$ cat src/rtl/my_module_pkg.sv
// Shared types and frame constants for the my_module ID beacon.
// The frame layout is fixed here so every instance agrees on bit order.
package my_module_pkg;

  localparam int ID_W      = 8;
  localparam int VER_W     = 4;
  localparam int FRAME_LEN = 14;
  localparam int CNT_W     = 4;

  typedef enum logic [0:0] {
    ST_IDLE  = 1'b0,
    ST_FRAME = 1'b1
  } state_t;

  // Frame layout, MSB sent first: start bit, ID, version, then even parity over ID and version.
  function automatic logic [FRAME_LEN-1:0] build_frame(input logic [ID_W-1:0]  id,
                                                       input logic [VER_W-1:0] ver);
    return {1'b1, id, ver, ^{id, ver}};
  endfunction

endpackage

$ cat src/rtl/my_module_if.sv
// Operand/result bundle for my_module.
// The testbench drives x and y; the block returns z.
interface my_module_if;
  logic x;
  logic y;
  logic z;

  modport master (output x, output y, input z);
  modport slave  (input x, input y, output z);
endinterface

$ cat src/rtl/my_module.sv
// AND gate that turns into a 14-bit serial ID beacon when a rising y arrives with x high.
// The frame contents are fixed at elaboration from ID_NUM and VERSION.
//
// state    | meaning
// ---------+------------------------------------------------------------
// ST_IDLE  | z follows x AND y one edge later; watch for the trigger
// ST_FRAME | shift out frame bits 1..13; inputs and triggers are ignored
module my_module
  import my_module_pkg::*;
#(
  parameter int ID_NUM  = 1,
  parameter int VERSION = 1
) (
  input logic       clk,
  input logic       rst,
  my_module_if.slave bus
);

  if (ID_NUM < 0 || ID_NUM > 255) begin : g_bad_id
    $error("my_module: ID_NUM must be in 0..255");
  end
  if (VERSION < 0 || VERSION > 15) begin : g_bad_ver
    $error("my_module: VERSION must be in 0..15");
  end

  localparam logic [ID_W-1:0]      ID_BITS    = ID_NUM[ID_W-1:0];
  localparam logic [VER_W-1:0]     VER_BITS   = VERSION[VER_W-1:0];
  localparam logic [FRAME_LEN-1:0] FRAME_BITS = build_frame(ID_BITS, VER_BITS);
  localparam logic [CNT_W-1:0]     LAST_CNT   = CNT_W'(FRAME_LEN - 1);

  state_t           state;
  logic [CNT_W-1:0] cnt;
  logic [CNT_W-1:0] bit_idx;
  logic             y_q;
  logic             trig;

  // y_q resets high so a y already asserted at reset release is not seen as a rising edge.
  assign trig    = bus.x & bus.y & ~y_q;
  assign bit_idx = LAST_CNT - cnt;

  always_ff @(posedge clk or posedge rst) begin
    if (rst) begin
      state <= ST_IDLE;
      cnt   <= '0;
      y_q   <= 1'b1;
      bus.z <= 1'b0;
    end else begin
      y_q <= bus.y;
      case (state)
        ST_IDLE: begin
          if (trig) begin
            state <= ST_FRAME;
            cnt   <= CNT_W'(1);
            bus.z <= FRAME_BITS[FRAME_LEN-1];
          end else begin
            bus.z <= bus.x & bus.y;
          end
        end
        ST_FRAME: begin
          bus.z <= FRAME_BITS[bit_idx];
          // Parity goes out on this edge; the next edge already runs IDLE logic.
          if (cnt == LAST_CNT) begin
            state <= ST_IDLE;
            cnt   <= '0;
          end else begin
            cnt <= cnt + CNT_W'(1);
          end
        end
        default: begin
          state <= ST_IDLE;
          cnt   <= '0;
          bus.z <= 1'b0;
        end
      endcase
    end
  end

endmodule

$ cat src/flat_wrapper.sv
// flat-port wrapper written by rule: the top's interface ports become plain ports
module my_module_flat import my_module_pkg::*;
#(
  parameter int ID_NUM  = 1,
  parameter int VERSION = 1
)
  (clk, rst, bus_x, bus_y, bus_z);
  my_module_if bus_i ();
  input logic clk;
  input logic rst;
  input wire logic [$bits(bus_i.x)-1:0] bus_x;
  input wire logic [$bits(bus_i.y)-1:0] bus_y;
  output wire logic [$bits(bus_i.z)-1:0] bus_z;
  assign bus_i.x = bus_x;
  assign bus_i.y = bus_y;
  assign bus_z = bus_i.z;
  my_module #(.ID_NUM(ID_NUM), .VERSION(VERSION)) u_core (.clk(clk), .rst(rst), .bus(bus_i));
endmodule
$ cat config.mk
export PLATFORM = sky130hd
export DESIGN_NAME = my_module_flat
export DESIGN_NICKNAME = d
export VERILOG_FILES = /design/src/rtl/my_module_pkg.sv /design/src/rtl/my_module_if.sv /design/src/rtl/my_module.sv /design/src/flat_wrapper.sv
export SDC_FILE = /design/constraint.sdc
export NUM_CORES = 1
export LEC_CHECK = 0
export CORE_AREA = 2 2 39 41
export DETAILED_ROUTE_END_ITERATION = 12
export DIE_AREA = 0 0 41 43
export GPL_ROUTABILITY_DRIVEN = 0
export SLEW_MARGIN = 30
export SYNTH_ARGS = -nofsm -noshare
export SYNTH_HDL_FRONTEND = slang
export SYNTH_SLANG_ARGS = --single-unit
$ cat constraint.sdc
create_clock -name clk -period 1.9 [get_ports clk]
set_input_delay 0.38 -clock clk [delete_from_list [all_inputs] [get_ports clk]]
set_output_delay 0.38 -clock clk [all_outputs]
set_load 0.05 [all_outputs]
==> metrics <==
CTS buffer count 3; met1 Usage GRT approximately an eighth; status completed; Worst Hold Class in -> async; Syn Inst Count 38; Initial Utilization between 30 and 40%; cts hold-fix bufs 0; die area 0.001763 sq mm; largest net degree at the start of global routing 12; Area growth, synth to finish 18.98%; reg2reg end u_core.cnt[2]$_DFFE_PP0P_; Mapped Area 415.4 sq um; Yosys Warn Count 0; Clock Pin Slew Worst Setup and Hold Paths 0.05 ns; met2 usage 13.75%; PortBufs 4; Slew Limit Fails 0; critical path class reg -> out; I/O pins 5; CTS tree done; Post-synth EDFFs 0; number of global-route vias before repair 285; TNS Setup 0 ns; Die Wd 41 um; GRT Overall Usage 10.92%; Async SR Flop Fraction between 90% and 100%; Syn Nets 47; postcts setup bufs 0; delay of the slowest critical-path stage 0.79 ns; final cell count without fillers 61; FP Rows 14; CP required about 1.5 ns; Worst VDD drop roughly 0.42 mV; top post-synthesis cells by count dfrtp_1, ha_1, inv_1, nand3_1, nand2_1; area of the multi-input gates 212.7 sq um; Period minus WS final 1.736 ns; via count about 310; fraction of layout cells with a size suffix above 1 15.56%; fin nets 55; GRT met3 Usage 6.283%; core area 0.001384 sq mm; dpl cells 57; Max-Cap Viols 0; area leader, netlist dfrtp_1; CP endpoint kind primary output; Worst Tran Pin Value approximately 0.49 ns; top-area cell type share of the netlist area 36.14%; RSZ-0062 raised after global routing false; Setup Viol. Count Final 0; final hold vios 0; Distinct cells, synth 17; leakage power 0.2380 nW; grt peak-use layer met2; Critical Path, Cell by Cell clkdlybuf4s50_1; largest fanout on the critical path 1; flip-flop and latch area 176.4 sq um; H-tree Lvls 1; Clock Latency Late Sink between 0.2 and 0.3 ns; diode count 0; Top FF cell, synth dfrtp_1; CTS Root Cell clkbuf_4; Startpoint Class flip-flop; Max Root-Sink Buffers 2; Seq cells post-synth 7; Post-Route WL 723 um; drt first pass iters 1; fmax slightly below 0.6 GHz; count leader, synth dfrtp_1; reg2reg setup slack 0.62 ns; slowest CP cell clkdlybuf4s50_1; Crit path max-delay family buffers and inverters; gr ovfl total 0; ANT nets after route 0; clock skew 0.001244 ns; fillers 137; crit share post-route 91.37%; global-route wire length before repair 1214 um; Min Hold Slack 0.3678 ns; Final Power 0.7442 mW; Area contributors post-synth dfrtp_1, ha_1, dfstp_2, nand3_1, nand3b_4; Die Y approximately 43 um; R2R depth 5; CP Data Arrival Time 1.36 ns; FF-to-FF Start u_core.cnt[1]$_DFFE_PP0P_; register area share after synthesis 42.47%; Mean Syn Cell Area 10.93 sq um; initial antenna violation count 0; CP Buf/Inv Count 1; DRC Markers 0; Clock Sinks 7; cells resized by post-CTS repair 0; Pwr Density 1506 mW/mm^2; mean routed wirelength per cell between 10 and 15 um; drt initial violations 0; Slew Limit Headroom between 60% and 70%; Post-DP HPWL 522.1 um; Via density slightly above 5
[cell families (layout without fill, tap and decap cells)]
logic type	after synthesis	count (layout)	synth area share [%]
XOR/XNOR	1	1	2.109
AO/OA/AOI/OAI	5	5	10.85
buffers and inverters	6	13	6.326
AND/OR/NAND/NOR	13	13	20.78
multiplexers	1	1	2.410
adder cells (fa/ha/maj)	5	5	15.06
flip-flops	7	7	42.47
[through the flow]
| stage | instance area [sq um] | util (%) | worst slack, ns |
|---|---|---|---|
| 2_1_floorplan | 415.4 | - | 0.7779 |
| 3_3_place_gp | 467.9 | 33.82 | 0.3746 |
| 3_5_place_dp | 467.9 | 33.82 | 0.3662 |
| 4_1_cts | 494.2 | 35.71 | 0.1487 |
| 5_1_grt | 494.2 | 35.71 | 0.1160 |
| 6_report | 494.2 | 35.71 | 0.1640 |
[power breakdown]
part | total [mW] | internal [mW] | switching [mW]
sequential | 0.293 | 0.211 | 0.0824
combinational | 0.315 | 0.153 | 0.162
clock | 0.135 | 0.0802 | 0.0553
[cell usage in the layout, fill, tap and decap left out, drive strengths merged]
cell and instances:
a32o 1, and2 1, clkbuf 4, clkdlybuf4s50 4
dfrtp 6, dfstp 1, ha 5, inv 5
mux2i 1, nand2 3, nand3 5, nand3b 1
nand4 2, nand4b 1, o21ai 2, o221ai 1
o311ai 1, xnor2 1
[registers in the layout (all words and copies together), names as in the netlist]
name / cells
u_core.bus.z: 1
u_core.cnt: 4
u_core.state: 1
u_core.y_q: 1
[layer usage]
layer,routed length [um],up-vias,part of all wire [%]
met5,0,-,0
met4,14,0,1.9
met3,41,2,5.7
met2,314,7,43
met1,352,155,49
li1,-,150,-
[cell type report]
type	instances	share of cell area (%)
tap	16	4.051
multi-input combinational	25	43.04
sequential	7	35.70
inverter	5	3.797
clock buffer	4	5.316
timing repair buffer	4	8.101
[worst max path at each step]
stage | start | end | slack [ns] | cells after the start
after floorplan | u_core.cnt[1]$_DFFE_PP0P_ | u_core.cnt[2]$_DFFE_PP0P_ | 0.78 | 5
after global placement | bus_y | u_core.cnt[1]$_DFFE_PP0P_ | 0.37 | 4
after detailed placement | bus_y | u_core.cnt[1]$_DFFE_PP0P_ | 0.37 | 4
after CTS | u_core.bus.z$_DFF_PP0_ | bus_z | 0.15 | 1
after global routing | u_core.bus.z$_DFF_PP0_ | bus_z | 0.12 | 1
final | u_core.bus.z$_DFF_PP0_ | bus_z | 0.16 | 1
No activity file was read; power rests on OpenSTA's default activity.
==> RTL edit: new RTL, config.mk and constraints unchanged <==
Make the reset (`rst`) synchronous in one clocked block.
--- a/src/rtl/my_module.sv
+++ b/src/rtl/my_module.sv
@@ -38,7 +38,7 @@
   assign trig    = bus.x & bus.y & ~y_q;
   assign bit_idx = LAST_CNT - cnt;
 
-  always_ff @(posedge clk or posedge rst) begin
+  always_ff @(posedge clk) begin
     if (rst) begin
       state <= ST_IDLE;
       cnt   <= '0;
Behaviour: differs if rst is asserted again (counterexample within 4 cycles, from zero or initial values and one cycle with rst high); with rst held inactive, the same outputs for 10 cycles.
==> RTL edit against the original RTL <==
- cell area decreased by 5.1%
- sequential cell count unchanged
- largest cell class unchanged
- setup slack improved by 19 ps
- synthesized area decreased by 7.8%
- via count decreased by 6.1%
- routed wire length decreased by 12%
- die area unchanged
Power is not compared: it rests on default switching activity, and its combinational part moved more than twofold at a synthesized area within 25%.
==> RTL edit: results (changes against the original RTL) <==
[run_status]
status=complete, no violations

[pwr]
ir_drop_mv=0.353
p_leak_nw=0.210
switching_power_mw=0.0729

[cells_and_area]
nets_finish=56  ; +1.8%
antenna-diode-count=0  ; unchanged
max_flop_register=u_core.cnt
layoutNonFillerInstCount=62  ; +1.6%
drive_above_1_share_pct=10.9  ; -4.7 points
max_ffs_per_register=4  ; unchanged

[clock_network]
cts_inserted_buffers=3  ; unchanged
post_cts_buffers=0  ; unchanged
clock_insertion_delay_worst_skew_ps=250  ; about the same
cts_max_level=1  ; unchanged
clock-root-buffer=clkbuf_4
ctsLongestPathBuffers=2  ; unchanged
cts_resized=0  ; unchanged
cts.reportedPaths.clkPinSlew_ps=50  ; about the same

[logic_synthesis]
asyncSetResetFlopFracSynth_pct=0  ; -100 points
avgSynthCellArea_um2=10.1  ; -7.8%
ys_types=23  ; +6
net_count_of_the_mapped_netlist=47  ; unchanged
yosys_warnings=0  ; unchanged
synthTopCellsByArea=dfxtp_1 37%, ha_1 16%, a211oi_1 3.9%, and3_4 2.9%, a21oi_1 2.6%
post_synth_most_frequent_cells=7 x dfxtp_1, 5 x ha_1
synth.yosys.seq_area_share_pct=36.6  ; -5.9 points
synth_enable_flop_cells=0  ; unchanged

[placement]
dp_cells=58  ; +1.8%
buffer_ports.inserted=4  ; unchanged
place_hpwl_um=480  ; -8.0%
post-place-ws_ps=288  ; -78.7 ps

[global_route]
grt_antenna_before_repair=0  ; unchanged
first_global_vias=245  ; -14%
grt_first_pass_wirelength_mm=1.02  ; -16%
grt_max_degree=9  ; -3
grt_usage_pct=9.45  ; -1.5 points

[sta]
timing.hold.ws_ps=576  ; +208 ps
max_freq_mhz=583  ; +1.1%
clock_skew_ps=3.03  ; +1.78 ps
slew_headroom_pct=67.5  ; +0.23 points

[worst_setup_path]
timing.critical_path.arrival_ps=1340  ; -20 ps
worst-r2r-setup-slack_ps=510  ; -110 ps
cpMaxStageDelayCell=clkdlybuf4s50_1
critical_path.top_delay_family=buffers and inverters
largest_fanout_on_the_critical_path=1  ; unchanged
critical-path-max-stage-delay_ps=790  ; about the same

[detailed_routing]
drt_wl_total_um=634  ; -12%
routed-via-count=295  ; -6.1%
drt-pass1-iter-count=2  ; +1
first_iter_violations=7  ; +7

[hold_path]
timing.hold.worst.class=flop to flop

[RTL edit: per-layer routing]
layer | vias up | routed length (um) | GRT usage, % | share of wire (%)
li1 | 158 | - | - | -
met1 | 128 | 309 | 10.3 | 49
met2 | 7 | 260 | 11.9 | 41
met3 | 2 | 51 | 6.28 | 8.0
met4 | 0 | 12 | 8.00 | 1.9
met5 | - | 0 | 0 | 0
[RTL edit: power groups by stage]
stage          logic (mW)  registers (mW)  clock network [mW]
2_1_floorplan      0.0131           0.163                   0
6_report           0.0299           0.157               0.134
4_1_cts            0.0303           0.157               0.141
3_5_place_dp       0.0301           0.160                   0
5_1_grt            0.0331           0.157               0.152
3_3_place_gp       0.0303           0.160                   0
[RTL edit: stage by stage]
stage          area [um^2]  utilization [%]
6_report               469             33.9
3_5_place_dp           443             32.0
4_1_cts                469             33.9
2_1_floorplan          383                -
3_3_place_gp           443             32.0
5_1_grt                469             33.9
[RTL edit: layout make-up]
| type | instances | area, um^2 |
|---|---|---|
| fill | 143 | 915 |
| multi-input combinational | 29 | 235 |
| sequential | 7 | 140 |
| timing repair buffer | 4 | 40.0 |
| clock buffer | 4 | 26.3 |
| tap | 16 | 20.0 |
| inverter | 2 | 7.51 |
[RTL edit: cell families after synthesis]
group           share of synthesized area [%]
simple gates                             23.2
compound gates                           17.0
flops                                    36.6
fa+ha+maj                                16.3
buf+inv                                  1.96
xor+xnor                                 2.29
mux                                      2.61
[RTL edit: path summary, 6_finish.rpt]
check,from,endpoint,depth (start not counted)
worst max-delay path,u_core.bus.z,bus_z,1
worst min-delay path,u_core.cnt[0],u_core.cnt[0],2
worst max register to register,u_core.cnt[1],u_core.cnt[2],5
worst min register to register,u_core.cnt[0],u_core.cnt[0],2
